File: src/rtl/u_sequencer_pkg.sv
// Shared constants for the ARC microsequencer: state codes, ALU codes,
// register-file indices and instruction field values.
package u_sequencer_pkg;

    localparam int unsigned DATAWIDTH_DECODER_SELECTION = 6;
    localparam int unsigned DATAWIDTH_MUX_SELECTION     = 6;
    localparam int unsigned DATAWIDTH_ALU_SELECTION     = 4;
    localparam int unsigned DATAWIDTH_STATE             = 4;

    typedef enum logic [DATAWIDTH_STATE-1:0] {
        ST_RST    = 4'd0,
        ST_FETCH  = 4'd1,
        ST_DECODE = 4'd2,
        ST_IMM    = 4'd3,
        ST_ALU    = 4'd4,
        ST_ADDR   = 4'd5,
        ST_LDM    = 4'd6,
        ST_STM    = 4'd7,
        ST_SETHI  = 4'd8,
        ST_BR     = 4'd9,
        ST_BRT    = 4'd10,
        ST_BRA    = 4'd11,
        ST_INCPC  = 4'd12
    } state_e;

    localparam logic [3:0] ALU_ANDCC      = 4'b0000;
    localparam logic [3:0] ALU_ORCC       = 4'b0001;
    localparam logic [3:0] ALU_ORNCC      = 4'b0010;
    localparam logic [3:0] ALU_ADDCC      = 4'b0011;
    localparam logic [3:0] ALU_SRL        = 4'b0100;
    localparam logic [3:0] ALU_ADD        = 4'b1000;
    localparam logic [3:0] ALU_LSHIFT10   = 4'b1010;
    localparam logic [3:0] ALU_SEXT13     = 4'b1100;
    localparam logic [3:0] ALU_INCPC      = 4'b1110;
    localparam logic [3:0] ALU_SEXT22SHL2 = 4'b1111;

    localparam logic [5:0] REG_PC   = 6'd32;
    localparam logic [5:0] REG_R33  = 6'd33;
    localparam logic [5:0] REG_R34  = 6'd34;
    localparam logic [5:0] REG_R35  = 6'd35;
    localparam logic [5:0] REG_R36  = 6'd36;
    localparam logic [5:0] REG_IR   = 6'd37;
    localparam logic [5:0] REG_NONE = 6'd63;

    localparam logic [1:0] OP_BRANCH = 2'b00;
    localparam logic [1:0] OP_ARITH  = 2'b10;
    localparam logic [1:0] OP_MEM    = 2'b11;

    localparam logic [2:0] OP2_BICC  = 3'b010;
    localparam logic [2:0] OP2_SETHI = 3'b100;

    localparam logic [5:0] OP3_ADDCC = 6'b010000;
    localparam logic [5:0] OP3_ANDCC = 6'b010001;
    localparam logic [5:0] OP3_ORCC  = 6'b010010;
    localparam logic [5:0] OP3_ORNCC = 6'b010110;
    localparam logic [5:0] OP3_SRL   = 6'b100110;
    localparam logic [5:0] OP3_LD    = 6'b000000;
    localparam logic [5:0] OP3_ST    = 6'b000100;

    localparam logic [3:0] COND_BE   = 4'b0001;
    localparam logic [3:0] COND_BCS  = 4'b0101;
    localparam logic [3:0] COND_BNEG = 4'b0110;
    localparam logic [3:0] COND_BVS  = 4'b0111;
    localparam logic [3:0] COND_BA   = 4'b1000;

    // ALU operation for a supported arithmetic op3.
    function automatic logic [3:0] alu_of_op3(input logic [5:0] op3);
        case (op3)
            OP3_ADDCC: return ALU_ADDCC;
            OP3_ORCC:  return ALU_ORCC;
            OP3_ORNCC: return ALU_ORNCC;
            OP3_SRL:   return ALU_SRL;
            default:   return ALU_ANDCC;
        endcase
    endfunction

    function automatic logic is_arith_op3(input logic [5:0] op3);
        return (op3 == OP3_ADDCC) || (op3 == OP3_ANDCC) || (op3 == OP3_ORCC) ||
               (op3 == OP3_ORNCC) || (op3 == OP3_SRL);
    endfunction

    function automatic logic is_mem_op3(input logic [5:0] op3);
        return (op3 == OP3_LD) || (op3 == OP3_ST);
    endfunction

endpackage

File: src/rtl/u_sequencer_branch_eval.sv
// Bicc condition evaluator: decides whether a branch is taken from the latched flags.
module u_sequencer_branch_eval
    import u_sequencer_pkg::*;
(
    input  logic [3:0] cond_i,
    input  logic       n_i,
    input  logic       z_i,
    input  logic       v_i,
    input  logic       c_i,
    output logic       taken_o
);

    // Unsupported conditions are never taken.
    always_comb begin
        taken_o = 1'b0;
        case (cond_i)
            COND_BE:   taken_o = z_i;
            COND_BCS:  taken_o = c_i;
            COND_BNEG: taken_o = n_i;
            COND_BVS:  taken_o = v_i;
            COND_BA:   taken_o = 1'b1;
            default:   taken_o = 1'b0;
        endcase
    end

endmodule

File: src/rtl/u_sequencer.sv
// Microsequencer for the ARC datapath: fetch/decode/execute control with
// Moore outputs decoded from the state register and the IR fields.
module u_sequencer
    import u_sequencer_pkg::*;
(
    input  logic                                   u_sequencer_CLOCK_50,
    input  logic                                   u_sequencer_Reset_InHigh,
    input  logic [1:0]                             RegIR_OP,
    input  logic [4:0]                             RegIR_RD,
    input  logic [2:0]                             RegIR_OP2,
    input  logic [5:0]                             RegIR_OP3,
    input  logic [4:0]                             RegIR_RS1,
    input  logic                                   RegIR_BIT13,
    input  logic [4:0]                             RegIR_RS2,
    input  logic                                   PSR_Negative_In,
    input  logic                                   PSR_Zero_In,
    input  logic                                   PSR_Overflow_In,
    input  logic                                   PSR_Carry_In,
    input  logic                                   Mem_Ack_In,
    output logic [DATAWIDTH_DECODER_SELECTION-1:0] Decoder_Selection_Out,
    output logic [DATAWIDTH_MUX_SELECTION-1:0]     MUX_SelectionBUSA_Out,
    output logic [DATAWIDTH_MUX_SELECTION-1:0]     MUX_SelectionBUSB_Out,
    output logic [DATAWIDTH_ALU_SELECTION-1:0]     ALU_Selection_Out,
    output logic                                   CBus_FromMem_Out,
    output logic                                   PSR_Load_Out,
    output logic                                   Mem_Rd_Out,
    output logic                                   Mem_Wr_Out,
    output logic                                   Illegal_Out,
    output logic [DATAWIDTH_STATE-1:0]             State_Out
);

    state_e                                 state_q;
    logic                                   br_taken;
    logic                                   arith_ok;
    logic                                   mem_ok;
    logic                                   sethi_ok;
    logic                                   bicc_ok;
    logic                                   legal;
    logic [DATAWIDTH_DECODER_SELECTION-1:0] rd_dest;
    logic [DATAWIDTH_MUX_SELECTION-1:0]     rs1_sel;
    logic [DATAWIDTH_MUX_SELECTION-1:0]     b_sel;

    u_sequencer_branch_eval u_branch_eval (
        .cond_i  (RegIR_RD[3:0]),
        .n_i     (PSR_Negative_In),
        .z_i     (PSR_Zero_In),
        .v_i     (PSR_Overflow_In),
        .c_i     (PSR_Carry_In),
        .taken_o (br_taken)
    );

    // Instruction classification and operand selects from the IR fields.
    assign arith_ok = (RegIR_OP == OP_ARITH) && is_arith_op3(RegIR_OP3);
    assign mem_ok   = (RegIR_OP == OP_MEM) && is_mem_op3(RegIR_OP3);
    assign sethi_ok = (RegIR_OP == OP_BRANCH) && (RegIR_OP2 == OP2_SETHI);
    assign bicc_ok  = (RegIR_OP == OP_BRANCH) && (RegIR_OP2 == OP2_BICC);
    assign legal    = arith_ok || mem_ok || sethi_ok || bicc_ok;
    // r0 is hard-wired zero, so writing it means writing nothing.
    assign rd_dest  = (RegIR_RD == 5'd0) ? REG_NONE
                                         : DATAWIDTH_DECODER_SELECTION'(RegIR_RD);
    assign rs1_sel  = DATAWIDTH_MUX_SELECTION'(RegIR_RS1);
    assign b_sel    = RegIR_BIT13 ? REG_R33 : DATAWIDTH_MUX_SELECTION'(RegIR_RS2);
    assign State_Out = DATAWIDTH_STATE'(state_q);

    // State register with next-state sequencing.
    always_ff @(posedge u_sequencer_CLOCK_50 or posedge u_sequencer_Reset_InHigh) begin
        if (u_sequencer_Reset_InHigh) begin
            state_q <= ST_RST;
        end else begin
            case (state_q)
                ST_RST:    state_q <= ST_FETCH;
                ST_FETCH:  if (Mem_Ack_In) state_q <= ST_DECODE;
                ST_DECODE: begin
                    if (arith_ok)      state_q <= RegIR_BIT13 ? ST_IMM : ST_ALU;
                    else if (mem_ok)   state_q <= RegIR_BIT13 ? ST_IMM : ST_ADDR;
                    else if (sethi_ok) state_q <= ST_SETHI;
                    else if (bicc_ok)  state_q <= ST_BR;
                    else               state_q <= ST_INCPC;
                end
                ST_IMM:    state_q <= (RegIR_OP == OP_ARITH) ? ST_ALU : ST_ADDR;
                ST_ALU:    state_q <= ST_INCPC;
                ST_ADDR:   state_q <= (RegIR_OP3 == OP3_LD) ? ST_LDM : ST_STM;
                ST_LDM:    if (Mem_Ack_In) state_q <= ST_INCPC;
                ST_STM:    if (Mem_Ack_In) state_q <= ST_INCPC;
                ST_SETHI:  state_q <= ST_INCPC;
                ST_BR:     state_q <= br_taken ? ST_BRT : ST_INCPC;
                ST_BRT:    state_q <= ST_BRA;
                ST_BRA:    state_q <= ST_FETCH;
                ST_INCPC:  state_q <= ST_FETCH;
                default:   state_q <= ST_RST;
            endcase
        end
    end

    // Datapath control decode; anything not driven stays at its idle value.
    always_comb begin
        Decoder_Selection_Out = REG_NONE;
        MUX_SelectionBUSA_Out = '0;
        MUX_SelectionBUSB_Out = '0;
        ALU_Selection_Out     = ALU_ANDCC;
        CBus_FromMem_Out      = 1'b0;
        PSR_Load_Out          = 1'b0;
        Mem_Rd_Out            = 1'b0;
        Mem_Wr_Out            = 1'b0;
        Illegal_Out           = 1'b0;
        case (state_q)
            ST_FETCH: begin
                MUX_SelectionBUSA_Out = REG_PC;
                Mem_Rd_Out            = 1'b1;
                CBus_FromMem_Out      = 1'b1;
                Decoder_Selection_Out = REG_IR;
            end
            ST_DECODE: Illegal_Out = !legal;
            ST_IMM: begin
                MUX_SelectionBUSA_Out = REG_IR;
                ALU_Selection_Out     = ALU_SEXT13;
                Decoder_Selection_Out = REG_R33;
            end
            ST_ALU: begin
                MUX_SelectionBUSA_Out = rs1_sel;
                MUX_SelectionBUSB_Out = b_sel;
                Decoder_Selection_Out = rd_dest;
                ALU_Selection_Out     = alu_of_op3(RegIR_OP3);
                PSR_Load_Out          = RegIR_OP3[4];
            end
            ST_ADDR: begin
                MUX_SelectionBUSA_Out = rs1_sel;
                MUX_SelectionBUSB_Out = b_sel;
                ALU_Selection_Out     = ALU_ADD;
                Decoder_Selection_Out = REG_R34;
            end
            ST_LDM: begin
                MUX_SelectionBUSA_Out = REG_R34;
                Mem_Rd_Out            = 1'b1;
                CBus_FromMem_Out      = 1'b1;
                Decoder_Selection_Out = rd_dest;
            end
            ST_STM: begin
                MUX_SelectionBUSA_Out = REG_R34;
                MUX_SelectionBUSB_Out = DATAWIDTH_MUX_SELECTION'(RegIR_RD);
                Mem_Wr_Out            = 1'b1;
            end
            ST_SETHI: begin
                MUX_SelectionBUSA_Out = REG_IR;
                ALU_Selection_Out     = ALU_LSHIFT10;
                Decoder_Selection_Out = rd_dest;
            end
            ST_BRT: begin
                MUX_SelectionBUSA_Out = REG_IR;
                ALU_Selection_Out     = ALU_SEXT22SHL2;
                Decoder_Selection_Out = REG_R35;
            end
            ST_BRA: begin
                MUX_SelectionBUSA_Out = REG_PC;
                MUX_SelectionBUSB_Out = REG_R35;
                ALU_Selection_Out     = ALU_ADD;
                Decoder_Selection_Out = REG_PC;
            end
            ST_INCPC: begin
                MUX_SelectionBUSA_Out = REG_PC;
                ALU_Selection_Out     = ALU_INCPC;
                Decoder_Selection_Out = REG_PC;
            end
            default: ;
        endcase
    end

endmodule
File: config.mk
export PLATFORM = sky130hd
export DESIGN_NAME = u_sequencer
export DESIGN_NICKNAME = d
export VERILOG_FILES = /design/src/rtl/u_sequencer_pkg.sv /design/src/rtl/u_sequencer_branch_eval.sv /design/src/rtl/u_sequencer.sv
export SDC_FILE = /design/constraint.sdc
export NUM_CORES = 1
export LEC_CHECK = 0
export BUFFER_PORTS_ARGS = -buffer_cell sky130_fd_sc_hd__buf_2
export CAP_MARGIN = 25
export CORE_ASPECT_RATIO = 0.8
export CORE_MARGIN = 10
export CORE_UTILIZATION = 40
export DETAILED_ROUTE_END_ITERATION = 6
export PLACE_DENSITY_LB_ADDON = 0.3
export SYNTH_ARGS = -nofsm -noshare
export SYNTH_HDL_FRONTEND = slang
export SYNTH_SLANG_ARGS = --single-unit
export TNS_END_PERCENT = 100
File: constraint.sdc
create_clock -name u_sequencer_CLOCK_50 -period 1.5 [get_ports u_sequencer_CLOCK_50]
set_input_delay 0.15 -clock u_sequencer_CLOCK_50 [delete_from_list [all_inputs] [get_ports u_sequencer_CLOCK_50]]
set_output_delay 0.15 -clock u_sequencer_CLOCK_50 [all_outputs]
set_load 0.05 [all_outputs]
# Yosys cells after proc, flatten, opt, wreduce, memory -nomap -nowiden
# Cells that the tools add are included.
# W data, S select, Z words.
[totals] ff_bits=4 output_inout_bits=31
[op_classes] eq_ne=29 n_reduce_logical=28 muxes=24
[op_table] cell="$pmux W4 S9" count=1
[op_table] cell="$pmux W6 S6" count=1
[op_table] cell="$eq A4 B3 Y1 const B" count=7
[op_table] cell="$eq A4 B4 Y1 const B" count=6
[op_table] cell="$eq A6 B5 Y1 const B" count=4
[op_table] cell="$pmux W4 S6" count=1
[op_table] cell="$pmux W6 S4" count=1
[op_table] cell="$pmux W6 S3" count=1
[op_table] cell="$mux W4" count=4
[op_table] cell="$mux W3" count=5
[op_table] cell="$mux W6" count=2
[op_table] cell="$pmux W3 S4" count=1
[op_table] cell="$reduce_or A2 Y1" count=6
[op_table] cell="$reduce_or A3 Y1" count=4
[op_table] cell="$eq A4 B1 Y1 const B" count=2
[op_table] cell="$eq A4 B2 Y1 const B" count=2
[op_table] cell="$logic_or A1 B1 Y1" count=8
[op_table] cell="$eq A6 B3 Y1 const B" count=1
[op_table] cell="$eq A6 B6 Y1 const B" count=1
[op_table] cell="$logic_not A6 Y1" count=1
[op_table] cell="$mux W1" count=6
[op_table] cell="$logic_not A5 Y1" count=1
[op_table] cell="$pmux W1 S5" count=1
[op_table] cell="$eq A2 B2 Y1 const B" count=2
[op_table] cell="9 further kinds" count=12

# Depth between registers and ports, before layout
# Gate-level depths: netlist of the first run.
[logic_depth] depth_word=11 depth_mapped=6 mapped_depth_nobuf=5

# By module
# From an unflattened synthesis of the first run, not the netlist that was laid out.
[unflattened] hier_cells=162 hier_area_um2=1007.2
[modules_own_cells] module="u_sequencer" seq_area_each_um2=100.1 cells_per_inst=153 area_each_um2=955.9 n_inst=1
[modules_own_cells] module="u_sequencer_branch_eval" seq_area_each_um2=0.0 cells_per_inst=9 area_each_um2=51.3 n_inst=1

# Least setup slack after synthesis of the first run
# No wires, ideal clock.
[synth_path] path_type="reg2out" start="reg state_q[0] (netlist: State_Out[0])" end="out Decoder_Selection_Out[3]" arrival_ps=2865 n_path_buf=2 stages_incl_launch_ff=4 required_ps=1350 setup_slack_ps=-1515 cell_sequence="dfrtp_1 buf_2 buf_2 o311ai_0"
[synth_via] elab_chain_len=3
[synth_rtl] element="from (decl)" line_no="u_sequencer.sv:32" source="state_e state_q;"
[synth_rtl] element="from (signal assigned)" line_no="u_sequencer.sv:74" source="if (arith_ok) state_q <= RegIR_BIT13 ? ST_IMM : ST_ALU;"
[synth_rtl] element="from (signal assigned)" line_no="u_sequencer.sv:75" source="else if (mem_ok) state_q <= RegIR_BIT13 ? ST_IMM : ST_ADDR;"
[synth_rtl] element="from (signal assigned)" line_no="u_sequencer.sv:80" source="ST_IMM: state_q <= (RegIR_OP == OP_ARITH) ? ST_ALU : ST_ADDR;"
[synth_rtl] element="$eq A4 B3 Y1 / $eq A4 B4 Y1 (equally long branches)" line_no="u_sequencer.sv:106" source="case (state_q)"
[synth_rtl] element="$reduce_or A3 Y1 (no line) / $reduce_or A2 Y1 (equally long branches)"
[synth_rtl] element="$pmux W6 S6 *" line_no="u_sequencer.sv:106"
[synth_rtl] element="to (decl)" line_no="u_sequencer.sv:20" source="output logic [DATAWIDTH_DECODER_SELECTION-1:0] Decoder_Selection_Out,"
# Mark *: on every way between the ends. The rest lies on a longest branch, timed or not.

# Worst setup path after layout of the first run
[layout_path] start="reg state_q[3] (netlist: State_Out[3])" end="out ALU_Selection_Out[0]"
[layout_via] elab_chain_len=3
[layout_rtl] element="$eq A4 B4 Y1 / $eq A4 B3 Y1 (equally long branches)" line_no="u_sequencer.sv:106"
[layout_rtl] element="$reduce_or A2 Y1 (no line)"
[layout_rtl] element="$pmux W4 S6 *" line_no="u_sequencer.sv:106"
[layout_rtl] element="to (decl)" line_no="u_sequencer.sv:23" source="output logic [DATAWIDTH_ALU_SELECTION-1:0] ALU_Selection_Out,"
# Marks and branches as above.

==> results of run 1 <==
-- layout make-up --
cell class	instances	area [sq um]
Sequential cell	4	105.1
Clock buffer	3	22.52
Antenna cell	1	2.502
Timing Repair Buffer	126	1084
Tap cell	38	47.55
Fill cell	111	222.7
Multi-Input combinational cell	141	1231
Inverter	2	7.507
-- worst paths after layout --
check,from,cells past startpoint,slack (ns),end
min,RegIR_BIT13,3,0.27,State_Out[1]
max reg2reg,State_Out[2],7,-0.25,State_Out[0]
min in group asynchronous,u_sequencer_Reset_InHigh,3,0.34,State_Out[1]
max in group asynchronous,u_sequencer_Reset_InHigh,3,0.97,State_Out[3]
min reg2reg,State_Out[0],2,0.74,State_Out[3]
max,State_Out[3],5,-0.42,ALU_Selection_Out[0]
-- per-stage QoR --
step | power (mW) | setup TNS (ns)
2_1_floorplan | 3.822 | -6.273
3_3_place_gp | 4.972 | -0.9301
3_5_place_dp | 5.014 | -1.298
4_1_cts | 6.191 | -4.307
5_1_grt | 7.293 | -8.650
6_report | 7.060 | -7.599
-- per-layer routing --
layer	wire [um]	vias up	part of all wire	GRT usage
met5	0	-	0	0
met4	441	0	0.061	0.08036
met3	815	47	0.11	0.04377
met2	3499	175	0.49	0.3659
met1	2440	896	0.34	0.2123
li1	-	830	-	-
-- layout by cell type (no fill, tap or decap), types with 5 or more instances in the layout --
cell	instances
nand2_1	10
nor2_2	6
nor2_1	11
buf_4	43
buf_6	32
buf_2	37
nand2_2	5
o21ai_1	7
buf_8	11
nor2_4	8
a21oi_1	5
nand3b_1	5
-- tightest hold or removal path: stages --
cell and delay (ns):
buf_2 0.15, nand3_2 0.11, o21ai_1 0.08
-- report_power, final --
group          leakage, nW  internal (mW)  switching [mW]  total [mW]
Sequential          0.0443          0.174           0.122       0.296
Combinational         1.04           2.85            3.76        6.61
Clock               0.0138         0.0907          0.0607       0.151
-- synth_stat cells, types with 3 or more instances --
master,count,area share
o21ai_1,5,0.022
buf_4,4,0.027
nand2b_1,6,0.033
nor2_1,24,0.080
a21oi_1,11,0.049
nand3b_1,5,0.033
buf_2,6,0.027
nand2_1,14,0.047
and2_1,5,0.028
o21ai_0,6,0.027
or3_1,3,0.017
buf_6,4,0.040
dfrtp_1,4,0.089
nor3_1,4,0.018
a22oi_1,4,0.027
nor2b_1,3,0.017
o21bai_1,3,0.020
-- kinds of logic (layout without fill, tap and decap cells) --
logic type,count (synthesis),in the layout,synth area share
multiplexers,2,2,0.01774
flip-flops,4,4,0.08870
buffers and inverters,18,131,0.1075
AND/OR/NAND/NOR,78,78,0.4014
AO/OA/AOI/OAI,58,58,0.3614
other,0,1,0
XOR/XNOR,3,3,0.02329
-- repair_timing --
| item | in CTS | in global routing |
|---|---|---|
| pin swaps | 14 | 15 |
| endpoints found under the hold margin | 4 | 0 |
| gates cloned | 0 | 0 |
| hold buffers | 1 | 0 |
| setup endpoints to repair | 29 | 30 |
| setup buffers | 8 | 12 |
| resized for setup | 89 | 41 |
==> results.yml, run 1 <==
outcome:
  violations: "setup timing"
  status: "finished, violations left"
timing:
  fmax_mhz: 521.5
  slew_viol_final: 0
  period_share: 1.278
  slew_headroom: 0.6903
  hold_viol_final: 0
  finalSetupViolations: 30
  fin_skew_ns: 0.007277
  rsz0062_at_grt: "true"
  finalWorstSetupSlack_ns: -0.4175
  worstMarginPinSlew_ns: 0.4595
  holdWs_ns: 0.2710
  fin_crit_ns: 1.918
place:
  dp_cells: 293
  detailed_place_hpwl_mm: 3.894
  place_area_sq_um: 1909
  place_ws_ns: -0.1120
  gp_congestion: 0.9089
  port_buffers: 64
die:
  pin_count: 65
  initial_core_util: 0.4145
  die-area_sq_um: 5359
  rows: 17
  die_w_um: 79.39
  coreArea_sq_um: 2723
  die_y_um: 67.51
worst_hold_path:
  hold_class: "input port to flip-flop"
clock_tree:
  cts_max_level: 1
  clkTransAtPathRegs_ns: 0.05
  numCtsBuffers: 3
  cts.path.max_buffers: 2
  clock_latency_ns: 0.25
  cts-root-buf: "clkbuf_4"
  cts_tree: "yes"
  cts.sink_count: 4
synthesis:
  ys.flop_type: "dfrtp_1"
  ys_ff_latch: 4
  synth-seq-area-share: 0.08869
  synth_nets: 197
  postSynthAreaPerCell_sq_um: 6.924
  ys_types: 56
  synth-edff-count: 0
  synth.yosys.warnings: 0
  syn-instance-count: 163
  mappedNetlistArea_sq_um: 1129
  async_flop_share: 1.000
worst_setup_path:
  worstSetupEndpointType: "output pin"
  crit_fanout: 5
  path_buf_inv: 1
  worstPathArrival_ns: 1.77
  path_class: "flip-flop to output pin"
  cpMaxStageDelayCell: "dfrtp_2"
  startpoint_type: "flip-flop"
  cpPeakStageDelay_ns: 0.45
  path_delay_family: "simple AND/OR/NAND/NOR gates"
  crit_chain: "nand2b_4 > nor4b_4 > nand2_2 > o21ai_4 > buf_6"
  critical_path_required_ns: 1.35
route:
  drt_iter0_drc: 171
  vias: 1948
  drtAntennaViolNets: 0
  routed_wirelength_mm: 7.197
  drc: 0
  firstDrtPassIters: 7
  vias_per_cell: 6.184
  wl_per_cell_um: 22.85
global_routing:
  grt_pass1_wl_mm: 8.631
  antenna_found_initial: 0
  track_usage: 0.1962
  grt_max_degree: 14
  grt_pass1_vias: 1794
  grt-ovfl-total: 0
finish:
  finish.instance_area_sq_um: 2500
  largest_reg_flops: 4
  final_layout_size_suffix_gt1_frac: 0.7101
  syn_to_final_growth_pct: 121.5
  nets: 312
  layout.cells.non_filler: 315
  fin_util: 0.9182
flow_run:
  cap_violations: 0
power:
  leakagePower_nw: 1.100
  ir_worst_vdd_uv: 1883
  powerDensity_nw_per_um2: 2824
(Power assumes the default switching activity.)
==> run 2, diff against run 1 <==
--- a/config.mk
+++ b/config.mk
@@ -5,12 +5,13 @@
 export SDC_FILE = /design/constraint.sdc
 export NUM_CORES = 1
 export LEC_CHECK = 0
-export BUFFER_PORTS_ARGS = -buffer_cell sky130_fd_sc_hd__buf_2
 export CAP_MARGIN = 25
 export CORE_ASPECT_RATIO = 0.8
 export CORE_MARGIN = 10
 export CORE_UTILIZATION = 40
+export CTS_CLUSTER_SIZE = 40
 export DETAILED_ROUTE_END_ITERATION = 6
+export DONT_BUFFER_PORTS = 1
 export PLACE_DENSITY_LB_ADDON = 0.3
 export SYNTH_ARGS = -nofsm -noshare
 export SYNTH_HDL_FRONTEND = slang
==> results.yml, run 2 <==
clock_tree:
  cts-root-buf: "clkbuf_4"
  cts.path.max_buffers: 2
  cts_max_level: 1
  numCtsBuffers: 3
  cts.sink_count: 4
die:
  die_w_um: 79.39
  initial_core_util: 0.4145
  pin_count: 65
  die_y_um: 67.51
  rows: 17
synthesis:
  yosysTopAreaCell: "dfrtp_1"
  syn-instance-count: 163
  mappedNetlistArea_sq_um: 1129
  synth_top_area_share: 0.08869
  ys_ff_latch: 4
  async_flop_share: 1.000
  synth_most_common_cell: "nor2_1"
  synth_nets: 197
  synth.yosys.warnings: 0
  synth-edff-count: 0
  postSynthAreaPerCell_sq_um: 6.924
  ys.flop_type: "dfrtp_1"
  netlist_top_cells_area: "dfrtp_1 (8.9%), nor2_1 (8.0%), a21oi_1 (4.9%)"
  synth-seq-area-share: 0.08869
  ys_types: 56
  yosys-top-cells-count: "nor2_1 (24), nand2_1 (14), a21oi_1 (11)"
global_routing:
  antenna_found_initial: 0
  grt_max_degree: 15
outcome:
  error: "[ERROR DPL-0033] detailed placement checks failed during check placement."
  status: "aborted with a tool error"
  lastStage: "global routing"
place:
  port_buffers: 0
  detailed_place_hpwl_mm: 3.782
  dp_cells: 241
  gp_congestion: 0.9051
timing:
  grt-worst-endpoint: "Illegal_Out"
  endpoint_type: "top-level output"
## run 2: cell counts after synthesis
Identical to the previous run, type by type.
## run 2: per-stage QoR
stage | hold slack, ns | setup slack (ns) | instance area [sq um]
after floorplan | -0.08387 | -0.8300 | 1341
after global placement | -0.07435 | -0.03633 | 1817
after detailed placement | -0.06746 | -0.05176 | 1817
after CTS | 0.06709 | -0.3032 | 2270
## run 2: logic make-up after synthesis
| kind of cell | Yosys count | share of synthesized area |
|---|---|---|
| xor+xnor | 3 | 0.02329 |
| simple gates | 78 | 0.4014 |
| flops | 4 | 0.08870 |
| compound gates | 58 | 0.3614 |
| mux | 2 | 0.01774 |
| buf+inv | 18 | 0.1075 |
## run 2: timing repair
action,4_1_cts
pin swaps,21
setup buffers,14
hold endpoints to repair,4
cloned,1
endpoints found under the setup margin,28
hold buffers,1
gates resized for setup,79
==> run 3, diff against run 2 <==
--- a/config.mk
+++ b/config.mk
@@ -6,13 +6,11 @@
 export NUM_CORES = 1
 export LEC_CHECK = 0
 export CAP_MARGIN = 25
-export CORE_ASPECT_RATIO = 0.8
 export CORE_MARGIN = 10
-export CORE_UTILIZATION = 40
-export CTS_CLUSTER_SIZE = 40
+export CORE_UTILIZATION = 25
 export DETAILED_ROUTE_END_ITERATION = 6
 export DONT_BUFFER_PORTS = 1
-export PLACE_DENSITY_LB_ADDON = 0.3
+export PLACE_DENSITY_LB_ADDON = 0.15
 export SYNTH_ARGS = -nofsm -noshare
 export SYNTH_HDL_FRONTEND = slang
 export SYNTH_SLANG_ARGS = --single-unit
==> results.yml, run 3 (synthesized netlist as in run 1, its figures left out) <==
outcome:
  status: "finished, violations left"
  violations: "setup timing"
worst_setup_path:
  reg2reg_slack_ns: -0.06
  timing.critical_path.from: "State_Out[1]"
  startpoint_type: "flip-flop"
  path_class: "flip-flop to output pin"
  r2r_end: "State_Out[0]"
  critical_path_required_ns: 1.35
  worstPathArrival_ns: 1.62
  r2r-start: "State_Out[3]"
  worst-r2r-cell-count: 7
  worstSetupEndpoint: "Illegal_Out"
  worstSetupEndpointType: "output pin"
  crit_fanout: 5
route:
  drt_iter0_drc: 49
  firstDrtPassIters: 4
  vias_per_cell: 5.424
  drtAntennaViolNets: 0
  wl_per_cell_um: 19.18
  vias: 1508
  drc: 0
  routed_wirelength_mm: 5.333
global_routing:
  grt-ovfl-total: 0
  grt_pass1_wl_mm: 8.231
  antenna_found_initial: 0
  grt_max_degree: 21
  track_usage: 0.1297
  grt_pass1_vias: 1629
power:
  combPwrFrac: 0.928
  leakagePower_nw: 0.9578
  p_int_mw: 3.278
  p_clk_frac: 0.033
  p_total_mw: 7.033
  switchingPower_mw: 3.755
  p_seq_frac: 0.039
  ir_worst_vdd_uv: 1549
  sw_frac_of_total: 0.5339
  powerDensity_nw_per_um2: 2888
timing:
  slew_headroom: 0.5810
  fin_skew_ns: 0.008266
  period_share: 1.179
  rsz0062_at_grt: "true"
  worstMarginPinSlew_ns: 0.6271
  hold_viol_final: 0
  finalSetupViolations: 29
  slew_viol_final: 0
  fin_crit_ns: 1.768
  finalWorstSetupSlack_ns: -0.2684
  fmax_mhz: 565.5
finish:
  final_common_cell: "buf_4"
  syn_to_final_growth_pct: 115.7
  largest_reg_flops: 4
  nets: 262
  most-common-layout-cells: "buf_4 (36), buf_6 (15), nor2_4 (13), buf_12 (13)"
  antennaDiodeCount: 0
  fin_util: 0.5592
  nFillCells: 387
  register_area_sq_um: 105.1
  final_layout_size_suffix_gt1_frac: 0.6726
  multiInputGateArea_sq_um: 1341
place:
  gp_congestion: 0.8340
  detailed_place_hpwl_mm: 3.855
  port_buffers: 0
worst_hold_path:
  hold_class: "input port to flip-flop"
  hold_depth: 2
clock_tree:
  cts.sink_count: 4
  clock_latency_ns: 0.22
  numCtsBuffers: 3
  cts.path.max_buffers: 2
  cts_max_level: 1
  clkTransAtPathRegs_ns: 0.04
  cts_tree: "yes"
  cts-root-buf: "clkbuf_8"
die:
  pin_count: 65
  rows: 24
  initial_core_util: 0.2592
  die-area_sq_um: 7602
  coreArea_sq_um: 4354
  die_w_um: 87.19
  die_y_um: 87.19
flow_run:
  cap_violations: 0
==> run 3: metal layers <==
| metal | routed length, um | global-route usage | share of wire | up-vias |
|---|---|---|---|---|
| met1 | 2083 | 0.1468 | 0.39 | 722 |
| met3 | 508 | 0.04588 | 0.095 | 8 |
| met5 | 0 | 0 | 0 | - |
| met4 | 63 | 0.03188 | 0.012 | 0 |
| li1 | - | - | - | 724 |
| met2 | 2677 | 0.2252 | 0.50 | 54 |
==> run 3: critical path: stages (launching register included) <==
cell and delay, ns:
dfrtp_2 0.36, buf_6 0.13, or3b_4 0.40, nor2_4 0.10, o41ai_2 0.10, a21oi_4 0.15, buf_12 0.15
==> run 3: layout make-up <==
type	instances	share of cell area
flip-flops and latches	4	0.04317
multi-input cells	141	0.5509
clock buffers	3	0.01696
inverters	2	0.003083
repair buffers	76	0.3592
well taps	52	0.02672
==> run 3: stage by stage <==
step / cell area (sq um) / hold WS [ns] / TNS [ns] / cells / setup slack [ns]
final: 2435 / 0.1010 / -4.413 / 278 / -0.2684
after global routing: 2435 / 0.1101 / -6.033 / 278 / -0.3146
after CTS: 2201 / 0.1002 / -4.068 / 267 / -0.2696
after detailed placement: 1799 / -0.06665 / -0.2658 / 252 / -0.04935
after global placement: 1799 / -0.06989 / -0.3070 / 252 / -0.05294
after floorplan: 1341 / -0.08387 / -6.273 / 163 / -0.8300
==> run 3: how the worst min path moves through the flow <==
stage                                        start           end
final                                  RegIR_OP[1]  State_Out[0]
after global routing                   RegIR_OP[1]  State_Out[1]
after CTS                              RegIR_OP[1]  State_Out[0]
after detailed placement  u_sequencer_Reset_InHigh  State_Out[3]
after global placement    u_sequencer_Reset_InHigh  State_Out[1]
after floorplan           u_sequencer_Reset_InHigh  State_Out[0]
==> run 3: power groups by stage <==
stage	Sequential [mW]	Clock, mW	Combinational, mW
3_5_place_dp	0.315	0	4.97
3_3_place_gp	0.307	0	4.97
2_1_floorplan	0.422	0	3.40
5_1_grt	0.283	0.245	6.82
4_1_cts	0.287	0.240	5.91
6_report	0.271	0.234	6.53
==> run 3: timing repair <==
action / 4_1_cts / 5_1_grt
hold buffers: 1 / 0
resized for setup: 57 / 44
setup buffers: 11 / 15
endpoints found under the hold margin: 4 / 0
gates cloned: 1 / 0
pin swaps: 12 / 22
endpoints found under the setup margin: 28 / 31
==> run 4, diff against run 3 <==
--- a/config.mk
+++ b/config.mk
@@ -11,6 +11,7 @@
 export DETAILED_ROUTE_END_ITERATION = 6
 export DONT_BUFFER_PORTS = 1
 export PLACE_DENSITY_LB_ADDON = 0.15
+export SKIP_LAST_GASP = 1
 export SYNTH_ARGS = -nofsm -noshare
 export SYNTH_HDL_FRONTEND = slang
 export SYNTH_SLANG_ARGS = --single-unit
==> results.yml, run 4 (synthesized netlist as in run 1, its figures left out) <==
route:
  vias: 1492
  wl_per_cell_um: 19.26
  firstDrtPassIters: 4
  drtAntennaViolNets: 0
  vias_per_cell: 5.445
  drt_iter0_drc: 51
  routed_wirelength_mm: 5.277
  drc: 0
die:
  coreArea_sq_um: 4354
  initial_core_util: 0.2592
  pin_count: 65
  die_w_um: 87.19
  die-area_sq_um: 7602
  rows: 24
  die_y_um: 87.19
global_routing:
  grt_max_degree: 21
  track_usage: 0.1272
  antenna_found_initial: 0
  grt_pass1_wl_mm: 8.093
  grt_pass1_vias: 1629
  grt-ovfl-total: 0
clock_tree:
  numCtsBuffers: 3
  cts.sink_count: 4
  cts_tree: "yes"
  cts_max_level: 1
  cts.path.max_buffers: 2
  clkTransAtPathRegs_ns: 0.04
  cts-root-buf: "clkbuf_8"
  clock_latency_ns: 0.22
power:
  leakagePower_nw: 0.9106
  powerDensity_nw_per_um2: 2910
  ir_worst_vdd_uv: 1622
  sw_frac_of_total: 0.5417
  p_total_mw: 6.791
  p_int_mw: 3.112
  combPwrFrac: 0.925
  p_seq_frac: 0.040
  p_clk_frac: 0.035
  switchingPower_mw: 3.679
worst_setup_path:
  r2r_end: "State_Out[0]"
  worst-path-stages: 6
  worstSetupEndpointType: "output pin"
  cpMaxStageDelayCell: "or3b_4"
  cpPeakStageDelay_ns: 0.40
  crit_fanout: 5
  worst-r2r-cell-count: 7
  path_delay_family: "simple AND/OR/NAND/NOR gates"
  startpoint_type: "flip-flop"
  critical_path_required_ns: 1.35
  crit_chain: "buf_6 > or3b_4 > nor2_4 > o41ai_2 > a21oi_4 > buf_12"
  reg2reg_slack_ns: -0.05
  path_class: "flip-flop to output pin"
  path_buf_inv: 2
  r2r-start: "State_Out[3]"
  worstPathArrival_ns: 1.62
timing:
  finalSetupViolations: 28
  fin_crit_ns: 1.770
  slew_viol_final: 0
  finalWorstSetupSlack_ns: -0.2700
  rsz0062_at_grt: "true"
  worstMarginPinSlew_ns: 0.6264
  fin_skew_ns: 0.005733
  setup_tns_ns: -3.970
  period_share: 1.180
  holdWs_ns: 0.1010
  hold_viol_final: 0
  fmax_mhz: 565.0
  slew_headroom: 0.5814
finish:
  most-common-layout-cells: "buf_4 (38), nor2_1 (12), buf_12 (12), buf_6 (12), nand2_1 (11)"
  antennaDiodeCount: 0
  nFillCells: 395
  syn_to_final_growth_pct: 106.8
  largest_reg_flops: 4
  layout.cells.non_filler: 274
  final_layout_size_suffix_gt1_frac: 0.6486
  finish.instance_area_sq_um: 2333
  nets: 258
  fin_util: 0.5359
  final_common_cell: "buf_4"
place:
  gp_congestion: 0.8340
  place_area_sq_um: 1799
  port_buffers: 0
  detailed_place_hpwl_mm: 3.855
  place_ws_ns: -0.04935
  dp_cells: 252
flow_run:
  cap_violations: 0
worst_hold_path:
  hold_depth: 2
  hold_path_end: "State_Out[0]"
  hold_class: "input port to flip-flop"
  hold_start: "RegIR_OP[1]"
outcome:
  status: "finished, violations left"
  violations: "setup timing"
[run 4: area by class of cell]
cell class	instances	area, sq um	share of cell area
clock buffers	3	41.29	0.01769
inverters	2	7.507	0.003217
well taps	52	65.06	0.02788
flip-flops and latches	4	105.1	0.04504
repair buffers	72	805.8	0.3453
multi-input cells	141	1309	0.5609
[run 4: worst register-to-register path: stages (launching register included)]
cell and delay (ns):
dfrtp_2 0.45, buf_12 0.15, buf_8 0.12, or3_1 0.34, o31a_1 0.12, o32ai_2 0.14
a21oi_1 0.08, o211ai_2 0.08
[run 4: timing repair]
| action | 4_1_cts | 5_1_grt |
|---|---|---|
| hold buffers | 1 | 0 |
| gates cloned | 1 | 0 |
| endpoints found under the setup margin | 28 | 30 |
| endpoints found under the hold margin | 4 | 0 |
| gates resized for setup | 40 | 46 |
| pin swaps | 12 | 23 |
| setup buffers | 11 | 11 |
[run 4: worst max path at each step]
stage                             from              endpoint  slack, ns
after floorplan           State_Out[3]  ALU_Selection_Out[0]      -0.83
after global placement    State_Out[1]  ALU_Selection_Out[0]      -0.05
after detailed placement  State_Out[1]           Illegal_Out      -0.05
after CTS                 State_Out[1]  ALU_Selection_Out[0]      -0.27
after global routing      State_Out[1]           Illegal_Out      -0.32
final                     State_Out[1]           Illegal_Out      -0.27
[run 4: power by group through the flow]
stage | clock network (mW) | registers [mW] | logic, mW
after floorplan | 0 | 0.422 | 3.40
after global placement | 0 | 0.307 | 4.97
after detailed placement | 0 | 0.315 | 4.97
after CTS | 0.240 | 0.282 | 5.68
after global routing | 0.248 | 0.280 | 6.58
final | 0.239 | 0.269 | 6.28
[run 4: layer usage]
layer	wire length, um	track usage	vias to the layer above
met5	0	0	-
met4	36	0.03333	0
met2	2665	0.2185	54
li1	-	-	717
met1	2055	0.1442	717
met3	521	0.04682	4
